--- src/rtl/vga_fb_scaler.sv ---
// VGA timing generator with integer-scaled scan-out of a 1bpp Hack framebuffer.
// Optional double buffering: define VGA_DBLBUF_EN to add the page_sel input.
module vga_fb_scaler #(
    parameter int unsigned CLK_DIV     = 4,
    parameter int unsigned H_ACTIVE    = 640,
    parameter int unsigned H_FP        = 16,
    parameter int unsigned H_SYNC      = 96,
    parameter int unsigned H_BP        = 48,
    parameter int unsigned V_ACTIVE    = 480,
    parameter int unsigned V_FP        = 10,
    parameter int unsigned V_SYNC      = 2,
    parameter int unsigned V_BP        = 33,
    parameter int unsigned SCALE       = 2,
    parameter int unsigned ADDR_W      = 15,
    parameter int unsigned SCREEN_BASE = 0,
    parameter logic [11:0] FG_COLOR    = 12'hFFF,
    parameter logic [11:0] BG_COLOR    = 12'h000,
    parameter logic        SYNC_ACTIVE = 1'b0
) (
    input  logic              clk,
    input  logic              reset,
`ifdef VGA_DBLBUF_EN
    input  logic              page_sel,
`endif
    input  logic [15:0]       screen_in,
    output logic [ADDR_W-1:0] screen_addr,
    output logic              vga_hs,
    output logic              vga_vs,
    output logic [3:0]        vga_r,
    output logic [3:0]        vga_g,
    output logic [3:0]        vga_b,
    output logic              frame_start,
    output logic              vblank
);

    localparam int unsigned H_TOTAL  = H_ACTIVE + H_FP + H_SYNC + H_BP;
    localparam int unsigned V_TOTAL  = V_ACTIVE + V_FP + V_SYNC + V_BP;
    localparam int unsigned WORD_PIX = 16 * SCALE;
    localparam int unsigned WPL      = H_ACTIVE / WORD_PIX;
    localparam int unsigned HS_START = H_ACTIVE + H_FP;
    localparam int unsigned HS_END   = HS_START + H_SYNC;
    localparam int unsigned VS_START = V_ACTIVE + V_FP;
    localparam int unsigned VS_END   = VS_START + V_SYNC;
    localparam int unsigned DW       = $clog2(CLK_DIV);
    localparam int unsigned HW       = $clog2(H_TOTAL);
    localparam int unsigned VW       = $clog2(V_TOTAL);

    localparam logic [DW-1:0] DIV_LAST = DW'(CLK_DIV - 1);
    localparam logic [HW-1:0] H_LAST   = HW'(H_TOTAL - 1);
    localparam logic [VW-1:0] V_LAST   = VW'(V_TOTAL - 1);

    logic [DW-1:0]     div_q, div_d;
    logic [HW-1:0]     hcount_q, hcount_d;
    logic [VW-1:0]     vcount_q, vcount_d;
    logic [ADDR_W-1:0] screen_addr_q, screen_addr_d;
    logic              fetch_pend_q, fetch_pend_d;
    logic [15:0]       prefetch_q, prefetch_d;
    logic [15:0]       word_q, word_d;
    logic              hs_q, hs_d;
    logic              vs_q, vs_d;
    logic [11:0]       rgb_q, rgb_d;
    logic              frame_start_q, frame_start_d;
    logic              vblank_q, vblank_d;
`ifdef VGA_DBLBUF_EN
    localparam int unsigned PAGE_WORDS = WPL * (V_ACTIVE / SCALE);
    logic              page_q, page_d;
`endif

    logic        tick;
    logic [31:0] h_cur, v_cur, h_nxt, v_nxt, line_nxt;
    logic [31:0] fetch_line, fetch_word, base;
    logic        fetch_hit;
    logic        in_active;
    logic [3:0]  bit_idx;

    // NOTE: every combinational output gets a default first, so no path can infer a latch.
    always_comb begin
        tick     = (div_q == DIV_LAST);
        div_d    = tick ? '0 : div_q + 1'b1;
        hcount_d = hcount_q;
        vcount_d = vcount_q;
        if (tick) begin
            if (hcount_q == H_LAST) begin
                hcount_d = '0;
                vcount_d = (vcount_q == V_LAST) ? '0 : vcount_q + 1'b1;
            end else begin
                hcount_d = hcount_q + 1'b1;
            end
        end
    end

    // Fetches are keyed to the period being entered: the last replicated pixel of a word,
    // or the final pixel of a line when the next line is visible.
    always_comb begin
        h_cur      = 32'(hcount_q);
        v_cur      = 32'(vcount_q);
        h_nxt      = 32'(hcount_d);
        v_nxt      = 32'(vcount_d);
        line_nxt   = (v_nxt == V_TOTAL - 1) ? 32'd0 : v_nxt + 32'd1;
        fetch_hit  = 1'b0;
        fetch_line = '0;
        fetch_word = '0;
        if (h_nxt == H_TOTAL - 1) begin
            if (line_nxt < V_ACTIVE) begin
                fetch_hit  = 1'b1;
                fetch_line = line_nxt;
            end
        end else if (h_nxt < H_ACTIVE - 1 && (h_nxt % WORD_PIX) == WORD_PIX - 1 &&
                     v_nxt < V_ACTIVE) begin
            fetch_hit  = 1'b1;
            fetch_line = v_nxt;
            fetch_word = (h_nxt + 32'd1) / WORD_PIX;
        end

`ifdef VGA_DBLBUF_EN
        // Sampled on the tick just before frame_start so the line-0 prefetch already uses it.
        page_d = page_q;
        if (tick && h_nxt == H_TOTAL - 1 && v_nxt == V_TOTAL - 1)
            page_d = page_sel;
        base = SCREEN_BASE + (page_d ? PAGE_WORDS : 0);
`else
        base = SCREEN_BASE;
`endif

        screen_addr_d = screen_addr_q;
        fetch_pend_d  = 1'b0;
        if (tick && fetch_hit) begin
            screen_addr_d = ADDR_W'(base + (fetch_line / SCALE) * WPL + fetch_word);
            fetch_pend_d  = 1'b1;
        end
        prefetch_d = fetch_pend_q ? screen_in : prefetch_q;
        word_d     = word_q;
        if (tick && h_nxt < H_ACTIVE && (h_nxt % WORD_PIX) == 0 && v_nxt < V_ACTIVE)
            word_d = prefetch_q;
    end

    always_comb begin
        hs_d      = hs_q;
        vs_d      = vs_q;
        rgb_d     = rgb_q;
        in_active = (h_cur < H_ACTIVE) && (v_cur < V_ACTIVE);
        bit_idx   = 4'((h_cur / SCALE) % 16);
        if (tick) begin
            hs_d  = (h_cur >= HS_START && h_cur < HS_END) ? SYNC_ACTIVE : ~SYNC_ACTIVE;
            vs_d  = (v_cur >= VS_START && v_cur < VS_END) ? SYNC_ACTIVE : ~SYNC_ACTIVE;
            rgb_d = !in_active ? 12'h000 : (word_q[bit_idx] ? FG_COLOR : BG_COLOR);
        end
        frame_start_d = (div_q == '0) && (hcount_q == '0) && (vcount_q == '0);
        vblank_d      = (v_cur >= V_ACTIVE);
    end

    // NOTE: non-blocking assignments, so every flop samples the pre-edge value of its inputs.
    always_ff @(posedge clk or negedge reset) begin
        if (!reset) begin
            div_q         <= '0;
            hcount_q      <= '0;
            vcount_q      <= '0;
            screen_addr_q <= ADDR_W'(SCREEN_BASE);
            fetch_pend_q  <= 1'b0;
            prefetch_q    <= '0;
            word_q        <= '0;
            hs_q          <= ~SYNC_ACTIVE;
            vs_q          <= ~SYNC_ACTIVE;
            rgb_q         <= '0;
            frame_start_q <= 1'b0;
            vblank_q      <= 1'b0;
`ifdef VGA_DBLBUF_EN
            page_q        <= 1'b0;
`endif
        end else begin
            div_q         <= div_d;
            hcount_q      <= hcount_d;
            vcount_q      <= vcount_d;
            screen_addr_q <= screen_addr_d;
            fetch_pend_q  <= fetch_pend_d;
            prefetch_q    <= prefetch_d;
            word_q        <= word_d;
            hs_q          <= hs_d;
            vs_q          <= vs_d;
            rgb_q         <= rgb_d;
            frame_start_q <= frame_start_d;
            vblank_q      <= vblank_d;
`ifdef VGA_DBLBUF_EN
            page_q        <= page_d;
`endif
        end
    end

    assign screen_addr           = screen_addr_q;
    assign vga_hs                = hs_q;
    assign vga_vs                = vs_q;
    assign {vga_r, vga_g, vga_b} = rgb_q;
    assign frame_start           = frame_start_q;
    assign vblank                = vblank_q;

endmodule

--- config.mk ---
export PLATFORM = sky130hd
export DESIGN_NAME = vga_fb_scaler
export DESIGN_NICKNAME = d
export VERILOG_FILES = /design/src/rtl/vga_fb_scaler.sv
export SDC_FILE = /design/constraint.sdc
export NUM_CORES = 1
export LEC_CHECK = 0
export ABC_AREA = 1
export BUFFER_PORTS_ARGS = -buffer_cell sky130_fd_sc_hd__buf_2
export CAP_MARGIN = 25
export CORE_MARGIN = 2
export CORE_UTILIZATION = 40
export DETAILED_ROUTE_END_ITERATION = 16
export HOLD_SLACK_MARGIN = 0.15
export SLEW_MARGIN = 30
export SYNTH_ARGS = -nofsm -noshare
export SYNTH_HDL_FRONTEND = slang
export SYNTH_SLANG_ARGS = --single-unit
--- constraint.sdc ---
create_clock -name clk -period 10.4 [get_ports clk]
set_clock_uncertainty 0.2 [all_clocks]
set_input_delay 0 -clock clk [delete_from_list [all_inputs] [get_ports clk]]
set_output_delay 0 -clock clk [all_outputs]
set_load 0.1 [all_outputs]
* Word level (Yosys, flattened, before mapping)
Index checks and enable logic that the tools add are counted.
Widths: inputs -> output; s select.
** Word-level totals
- Register bits :: 86
- Word-level logic and storage cells :: 74
- Bits of input ports :: 18
- Output and inout port bits :: 31
** Cells by class
- $mul :: 1
- Mux-type cells :: 22
- Reduce and logical (&&, ||, !) cells :: 15
- Order comparisons :: 12
- Equality and inequality tests :: 6
- Add/subtract/negate cells :: 6
** Operator list (number)
- $mux 10 :: 6
- $eq 10x10->1 const B :: 4
- $lt 10x10->1 const B :: 4
- $logic_not 32->1 :: 1
- $mux 32 :: 1
- $mul 31x3->13 const B :: 1
- $lt 10x9->1 const B :: 3
- $mux 12 :: 2
- $add 10x1->11 const B :: 2
- $mux 11 :: 2
- $add 10x1->10 const B :: 2
- $ge 10x9->1 const B :: 2
- $logic_not 10->1 :: 2
- $add 15x15->15 :: 1
- $mux 6 :: 2
- $logic_and 1x1->1 :: 11
- $lt 11x9->1 const B :: 1
- $ge 10x10->1 const B :: 1
- $mux 1 :: 7
- $eq 5x5->1 const B :: 1
- $lt 4x5->1 const B :: 1
- $bmux 1 s4 :: 1
- $add 2x1->2 const B :: 1
- $eq 2x2->1 const B :: 1
- 2 further kinds :: 2

* Logic depth before layout (Yosys ltp)
Gate-level depths: netlist of the first run.
- Word-level depth :: 11
- Mapped depth :: 34
- Gate-level depth less buffers :: 34

* Worst setup path before layout of the first run
Ideal clock, no wire load.
- Path kind :: register -> register
- Start :: register hcount_q[0]
- End :: register screen_addr_q[12], in the netlist screen_addr[12]
- Slack :: 5.680 ns
- Required time :: 10.135 ns
- Period minus slack after synthesis :: 4.720 ns
- Cell stages (with the launch flop) :: 33
- Buffers on the path :: 0
- Data arrival time :: 4.455 ns
- Setup time :: 0.065 ns
- Path through :: dfrtp_1 ha_1 nand2_1 nor2_4 nand2_4 nor2_8 nand3_1 nand2_2 ha_1 inv_1 nor2_2 nand3_2 nor2_1 nor2_1 nor2_2 nand3_2 nand3_1 inv_1 nor2_1 nor2_1 ha_1 ha_1 inv_1 fa_1 o21ai_0 a21oi_1 o21bai_1 xor2_1 inv_1 nand2_1 xnor2_1 nand3_1 nand2_2
** Between the ends
- Cells in the longest elaborated chain, start to end :: 10
- Elaborated cells on any way between the ends :: 28
- Classes of those cells :: add/sub: 4; mul: 1; order compare: 3; eq/ne: 4; mux: 13; reduce/logical: 3
** Ends and longest elaborated chain
- start, declared :: RTL line 53 : logic [HW-1:0] hcount_q, hcount_d;
- start signal, assigned :: RTL line 172 : hcount_q <= hcount_d;
- $eq 10x10->1 (*) :: RTL line 83 : if (hcount_q == H_LAST) begin
- $mux 10 (*) :: RTL line 83
- $mux 10 (*) :: RTL line 82 : if (tick) begin
- via vcount_d[1] :: RTL line 54 : logic [VW-1:0] vcount_q, vcount_d;
- $add 10x1->11 or $eq 10x10->1 (tied branches) :: RTL line 99 : line_nxt = (v_nxt == V_TOTAL - 1) ? 32'd0 : v_nxt + 32'd1;
- $mux 11 :: RTL line 99
- $lt 11x9->1 :: RTL line 104 : if (line_nxt < V_ACTIVE) begin
- $mux 11 :: RTL line 104
- $mux 32 :: RTL line 103 : if (h_nxt == H_TOTAL - 1) begin
- $mul 31x3->13 :: RTL line 128 : screen_addr_d = ADDR_W'(base + (fetch_line / SCALE) * WPL + fetch_word);
- $add 15x15->15 :: RTL line 128
- end signal, assigned :: RTL line 158 : screen_addr_q <= ADDR_W'(SCREEN_BASE);
- end signal, assigned :: RTL line 174 : screen_addr_q <= screen_addr_d;
- end, declared :: RTL line 55 : logic [ADDR_W-1:0] screen_addr_q, screen_addr_d;
Mark *: on every way through the listed nets, which the timed path passes. The rest lies on a longest branch.
A chain may end at the register's enable or synchronous reset.

* Final worst setup path of the first run
- Start :: register div_q[0]
- End :: register screen_addr_q[12], in the netlist screen_addr[12]
** Between the ends
- Cells in the longest elaborated chain, start to end :: 9
- Elaborated cells on any way between the ends :: 25
- Classes of those cells :: add/sub: 3; mul: 1; order compare: 3; eq/ne: 4; mux: 11; reduce/logical: 3
** Ends and longest elaborated chain
- start, declared :: RTL line 52 : logic [DW-1:0] div_q, div_d;
- start signal, assigned :: RTL line 171 : div_q <= div_d;
- $eq 2x2->1 (*) :: RTL line 78 : tick = (div_q == DIV_LAST);
- $mux 10 (*) :: RTL line 82
- via vcount_d[1] :: RTL line 54
- $add 10x1->11 or $eq 10x10->1 (tied branches) :: RTL line 99
- $mux 11 :: RTL line 99
- $lt 11x9->1 :: RTL line 104
- $mux 11 :: RTL line 104
- $mux 32 :: RTL line 103
- $mul 31x3->13 :: RTL line 128
- $add 15x15->15 :: RTL line 128
Marked as above.

==> Implementation_results.wiki, run 1 <==
{| class="wikitable"
! Metric !! Value
|-
| Number of instances in the synthesized netlist || 660
|-
| Placement-stage worst setup slack || roughly 4.8 ns
|-
| TritonCTS clock tree || built
|-
| Syn avg cell area || around 7.7 sq um
|-
| Biggest fanout along the worst timing path || 11
|-
| DRT antenna net count || 0
|-
| Slowest stage cell, crit path || ha_1
|-
| Start point of the critical path || div_q[0]$_DFF_PN0_
|-
| Hold slack || between 0.15 and 0.2 ns
|-
| Root buffer cell || clkbuf_16
|-
| Starting density of the core || 0.407
|-
| Ratio of total power to cell area || between 100 and 150 mW/mm^2
|-
| FP Rows || 41
|-
| Number of design rule violations left after detail routing || 0
|-
| Setup repair after global routing missed its margin || false
|-
| Pin slew with the least headroom to its limit || 0.816 ns
|-
| Number of clock sinks || 75
|-
| Synth Warn # || 0
|-
| Number of max-cap violations || 0
|-
| Fraction of the core area covered by cells at the end of the flow || 0.468
|-
| Global route total overflow || 0
|-
| Setup crit start kind || register
|-
| Worst-skew pair later-pin latency || around 0.34 ns
|-
| Post-route non-filler standard cell count || 892
|-
| Met1 Wirelength || between 5 and 6 mm
|-
| Combinational share of power || 0.030
|-
| Synth-to-layout area growth || 15.1%
|-
| Total of flip-flops plus latches after synthesis || between 70 and 80
|-
| Setup_tns || 0 ns
|-
| Critical path start-end classification || reg -> reg
|-
| Placed cell areas || approximately 0.0054 sq mm
|-
| Tightest Hold Check Type || in -> reg
|-
| Wire length per cell || ~13 um
|-
| Number of post-CTS setup repair buffers || 0
|-
| Final weighted congestion in routability-driven placement || just under 0.9
|-
| Min-Delay Startpoint || screen_in[3]
|-
| Most common cell after layout, fill and taps aside || nand2_1
|-
| Reported net switching power || 0.133 mW
|-
| Diode insertion count for antenna repair || 0
|-
| Max clock buf depth || 2
|-
| Maximum number of pins on one net before global-route repair || 76
|-
| Switching Fraction || 0.224
|-
| Maximum clock rate || around 180 MHz
|-
| Number of global-route vias before repair || 4172
|-
| Status || completed
|-
| Arrival time of the worst setup path || about 5.7 ns
|-
| Internal || approximately 0.46 mW
|-
| Ratio of final minimum period to clock period || 0.541
|-
| Detailed router's first-iteration violation count || 271
|-
| Detailed Route WL || between 10 and 15 mm
|-
| Area inside the core boundary || 0.0126 sq mm
|-
| Global-route wire length before repair || approximately 20 mm
|-
| Power Total || just under 0.6 mW
|-
| Count of pins on the block boundary || between 40 and 50
|-
| Nature of the critical path endpoint || register
|-
| Chip Height || between 100 and 150 um
|-
| Met2 wire length || approximately 5.4 mm
|-
| Die footprint || about 0.014 sq mm
|-
| Final Setup Violations || 0
|-
| Leading cell types in the layout, fill and taps excluded || nand2_1 (141), inv_1 (83), dfrtp_1 (73), nor2_1 (56), nand3_1 (49)
|-
| Clock group share of total power || 0.478
|-
| Hold Violations, Final || 0
|-
| Top routing layer in use || met4
|-
| Detailed-route via count || approximately 4400
|-
| Leak || about 3 nW
|-
| Width of the die || roughly 120 um
|-
| Required time worst endpoint || about 10 ns
|-
| Antenna violations before repair || 0
|-
| Total routing usage reported by global routing || 0.188
|-
| Synth unique cells || 47
|-
| Via count normalized by instance count || between 4 and 5
|-
| Post-route design area || roughly 0.0059 sq mm
|-
| Setup slack of the worst register-to-register path || 4.78 ns
|-
| Reg2Reg Launch Point || div_q[0]$_DFF_PN0_
|-
| Detail Route met3 WL || between 600 and 700 um
|-
| # port buffers || 48
|-
| Final layout net count || roughly 770
|-
| Cell area after synthesis || just over 0.005 sq mm
|-
| TritonRoute pass-1 iters || 5
|-
| Least setup slack across all paths after layout || roughly 4.8 ns
|-
| Cell Count Post-Placement || between 800 and 900
|-
| Ratio of cells with drive above 1 in the final layout || 0.185
|-
| Delay of the slowest cell on the worst path || around 0.5 ns
|-
| Final critical delay including setup and external delays || 5.62 ns
|-
| Pins over their slew limit || 0
|-
| HPWL Detailed || around 9.1 mm
|-
| Max-slew headroom || 0.456
|-
| Number of buffers created by CTS || 9
|-
| Clock input transition at the sequential cells of the worst setup and hold paths || around 0.06 ns
|-
| CTS H-tree depth || 3
|-
| Peak supply drop || between 0.09 and 0.1 mV
|-
| Sequential share of power || 0.493
|-
| Register area share after synthesis || 0.368
|}
-- cell usage after synthesis, drive strengths merged --
library cell | n | area share
a21boi | 1 | 0.0015
a21o | 4 | 0.0059
a21oi | 27 | 0.029
a22oi | 4 | 0.0059
a31oi | 1 | 0.0012
a32o | 1 | 0.0020
and2 | 2 | 0.0024
buf | 19 | 0.028
clkbuf | 6 | 0.0044
clkinv | 2 | 0.0015
conb | 1 | 0.00073
dfrtp | 73 | 0.36
dfstp | 2 | 0.010
fa | 2 | 0.0078
ha | 29 | 0.071
inv | 90 | 0.066
nand2 | 173 | 0.16
nand3 | 59 | 0.069
nand4 | 14 | 0.017
nor2 | 68 | 0.062
nor3 | 11 | 0.014
nor3b | 1 | 0.0015
nor4 | 3 | 0.0037
o21ai | 40 | 0.039
o21bai | 1 | 0.0015
o221ai | 1 | 0.0017
o22ai | 5 | 0.0061
o41ai | 1 | 0.0017
or2 | 2 | 0.0024
or3 | 1 | 0.0012
xnor2 | 3 | 0.0051
xor2 | 13 | 0.022
-- final timing paths --
path                                               endpoint  depth (start not counted)
min in group asynchronous         prefetch_q[1]$_DFFE_PN0P_                          3
worst max-delay path            screen_addr[12]$_DFFE_PN0P_                         32
worst min register to register           div_q[0]$_DFF_PN0_                          1
worst min-delay path              prefetch_q[3]$_DFFE_PN0P_                          4
worst max register to register  screen_addr[12]$_DFFE_PN0P_                         32
max in group asynchronous             frame_start$_DFF_PN0_                          3
-- area by class of cell --
type,instances,area [sq um]
clock buffers,9,225
inverters,92,345
well taps,172,215
flip-flops and latches,75,1880
fillers,1261,6690
multi-input cells,471,2730
repair buffers,67,442
clock inverters,6,43.8
-- timing repair --
| item | CTS | global route |
|---|---|---|
| hold buffers | 17 | 1 |
| gates resized for setup | 0 | 0 |
| hold endpoints to repair | 91 | 73 |
-- registers in the layout, indices dropped and copies added (netlist names) --
signal	cells
fetch_pend_q	1
vga_hs	1
div_q	2
rgb_q	1
prefetch_q	16
vblank	1
screen_addr	15
vga_vs	1
word_q	16
vcount_q	10
hcount_q	10
frame_start	1
-- metal layers --
layer | vias up | track usage
met5 | - | 0
met4 | 0 | 0.0502
met3 | 9 | 0.0566
met2 | 97 | 0.293
met1 | 2062 | 0.256
li1 | 2229 | -
-- power by group through the flow --
stage	Clock [mW]	Combinational, mW	Sequential, mW
after global routing	0.300	0.0202	0.292
final	0.283	0.0176	0.292
after CTS	0.290	0.0175	0.292
after global placement	0	0.0123	0.297
after detailed placement	0	0.0127	0.297
after floorplan	0	0.00302	0.297
-- cells by family after synthesis --
group / after synthesis / share of synthesized area
XOR/XNOR: 16 / 0.0274
AND/OR/NAND/NOR: 334 / 0.329
AO/OA/AOI/OAI: 86 / 0.0960
flip-flops: 75 / 0.368
adder cells (fa/ha/maj): 31 / 0.0788
buffers and inverters: 117 / 0.100
other: 1 / 0.000734
-- critical path, delay by kind of cell, from the launching register on --
family | cells | cell delay [ns]
simple gates | 18 | 2.29
fa+ha+maj | 5 | 1.50
compound gates | 3 | 0.59
flops | 1 | 0.37
xor+xnor | 2 | 0.36
buf+inv | 4 | 0.24
(Power assumes the default switching activity.)
==> inputs of run 2 (changes only) <==
Clock period 10.4 ns to 4.85 ns, I/O delays scaled along.
==> run 2 against run 1 <==
  * Non-clock buffer count is 51 higher
  * Routed wire length is 9.5% higher
  * Power is 120% higher
  * Combinational power is 130% higher
  * Clock power is 120% higher
  * First-iteration DRC count is 20% lower
  * Critical path type unchanged
==> Implementation_results.wiki, run 2 (synthesis gave the netlist of run 1 again) <==
{| class="wikitable"
! Metric !! Value
|-
| Ratio of final minimum period to clock period || 0.953
|-
| Detailed-route via count || 4673
|-
| Clock input transition at the sequential cells of the worst setup and hold paths || roughly 0.070 ns
|-
| Critical path start-end classification || reg -> reg
|-
| Via count normalized by instance count || around 5
|-
| Global route total overflow || 0
|-
| Chip Height || roughly 120 um
|-
| Global routing's busiest layer || met2
|-
| Area inside the core boundary || roughly 0.013 sq mm
|-
| Root buffer cell || clkbuf_16
|-
| Leading cell types in the layout, fill and taps excluded || nand2_1 (129), inv_1 (76), dfrtp_1 (72), buf_4 (49), buf_2 (47)
|-
| DRT antenna net count || 0
|-
| Final Setup Violations || 0
|-
| Reg2Reg Depth || 32
|-
| Cell Count Post-Placement || 900
|-
| Status || completed
|-
| Reg2Reg Launch Point || hcount_q[1]$_DFF_PN0_
|-
| Setup repair after global routing missed its margin || true
|-
| Leak || around 3.3 nW
|-
| Pins over their slew limit || 0
|-
| Final critical delay including setup and external delays || 4.62 ns
|-
| Arrival time of the worst setup path || ~4.7 ns
|-
| Maximum clock rate || around 220 MHz
|-
| HPWL Detailed || ~9.5 mm
|-
| Number of design rule violations left after detail routing || 0
|-
| Max clock buf depth || 2
|-
| Biggest fanout along the worst timing path || 6
|-
| GR Layer Usage met3 || 0.0494
|-
| Wire length per cell || between 10 and 15 um
|-
| Setup crit start kind || register
|-
| Post-route non-filler standard cell count || approximately 940
|-
| Worst-skew pair later-pin latency || 0.34 ns
|-
| Global-route wire length before repair || ~21 mm
|-
| Pin slew with the least headroom to its limit || 0.809 ns
|-
| Setup slack of the worst register-to-register path || 0.23 ns
|-
| FP Rows || a little over 40
|-
| Min-Delay Startpoint || screen_in[3]
|-
| Final layout net count || 816
|-
| Slowest stage cell, crit path || dfrtp_1
|-
| # port buffers || 48
|-
| Max-slew headroom || 0.460
|-
| Diode insertion count for antenna repair || 0
|-
| Die footprint || between 0.01 and 0.015 sq mm
|-
| Final weighted congestion in routability-driven placement || around 0.91
|-
| Number of clock sinks || between 70 and 80
|-
| Number of buffers created by CTS || 9
|-
| Terminus of the critical flop-to-flop path || screen_addr[12]$_DFFE_PN0P_
|-
| Count of pins on the block boundary || 49
|-
| Detailed Route WL || around 13 mm
|-
| Ratio of total power to cell area || between 150 and 200 mW/mm^2
|-
| Synth-to-layout area growth || 29.7%
|-
| Number of global-route vias before repair || approximately 4500
|-
| Peak supply drop || 0.156 mV
|-
| Detailed router's first-iteration violation count || 216
|-
| TritonCTS clock tree || built
|-
| Power Total || roughly 1.3 mW
|-
| Met2 layer usage reported by global route || 0.323
|-
| TritonRoute pass-1 iters || 5
|-
| Total routing usage reported by global routing || 0.200
|-
| Endpoint, Worst Hold || prefetch_q[3]$_DFFE_PN0P_
|-
| Nature of the critical path endpoint || register
|-
| Most frequent cell on the critical path || nand2_4
|-
| Post-route design area || ~0.0066 sq mm
|-
| Ratio of cells with drive above 1 in the final layout || 0.327
|-
| CTS H-tree depth || 3
|-
| Delay of the slowest cell on the worst path || 0.41 ns
|-
| Cells on Worst Hold Path || 4
|-
| Antenna violations before repair || 0
|-
| Fraction of the core area covered by cells at the end of the flow || 0.528
|-
| Hold slack || roughly 0.2 ns
|-
| Placed cell areas || around 0.0057 sq mm
|-
| Number of max-cap violations || 0
|-
| Required time worst endpoint || between 4 and 5 ns
|-
| Starting density of the core || 0.407
|-
| Maximum number of pins on one net before global-route repair || 76
|-
| Width of the die || ~120 um
|-
| Met1 track utilization from global routing || 0.269
|-
| Tightest Hold Check Type || in -> reg
|-
| Most common cell after layout, fill and taps aside || nand2_1
|-
| Hold Violations, Final || 0
|}
## run 2: cell count changes in the layout (fill, tap and decap cells not counted), sizes merged
cell	delta
clkinvlp	-3
inv	+4
buf	+51
clkinv	-1
## run 2: per-stage QoR
stage | TNS (ns) | setup WS, ns
after global placement | -0.00417 | -0.00417
after CTS | 0 | 0.00800
after detailed placement | -0.226 | -0.0938
final | 0 | 0.230
after floorplan | 0 | 0.130
after global routing | -0.163 | -0.0656
## run 2: metal layers
layer	vias to the layer above	wire, um	share of wire
met5	-	0	0
met4	0	156	0.012
met3	12	480	0.037
met2	89	6290	0.48
met1	2237	6100	0.47
li1	2335	-	-
## run 2: timing repair
item	CTS	global route
resized for setup	6	90
pin swaps	0	35
buffers inserted	0	10
setup endpoints to repair	5	7
hold buffers	17	1
hold endpoints to repair	91	73
## run 2: worst max-delay path by stage
stage | endpoint | startpoint | cells after the start
final | screen_addr[12]$_DFFE_PN0P_ | hcount_q[1]$_DFF_PN0_ | 32
after global routing | screen_addr[13]$_DFFE_PN0P_ | hcount_q[1]$_DFF_PN0_ | 29
after CTS | screen_addr[12]$_DFFE_PN0P_ | div_q[0]$_DFF_PN0_ | 33
after detailed placement | screen_addr[12]$_DFFE_PN0P_ | div_q[0]$_DFF_PN0_ | 33
after global placement | screen_addr[11]$_DFFE_PN0P_ | div_q[0]$_DFF_PN0_ | 29
after floorplan | screen_addr[12]$_DFFE_PN0P_ | hcount_q[0]$_DFF_PN0_ | 32
## run 2: worst max-delay path, delay by kind of cell (launching register included)
kind            cells  cell delay (ns)
fa+ha+maj           4             1.03
xor+xnor            2             0.32
simple gates       19             1.81
flops               1             0.41
compound gates      3             0.43
buf+inv             4             0.37
## run 2: cell type report
cell class	count	area (sq um)
multi-input combinational	471	3090
timing repair buffer	118	828
tap	172	215
inverter	92	348
fill	1185	5940
clock buffer	9	225
sequential	75	1880
clock inverter	6	47.5
## run 2: power breakdown
group	internal, mW	switching, mW
Sequential	0.626	0
Clock	0.349	0.283
Combinational	0.0188	0.0208
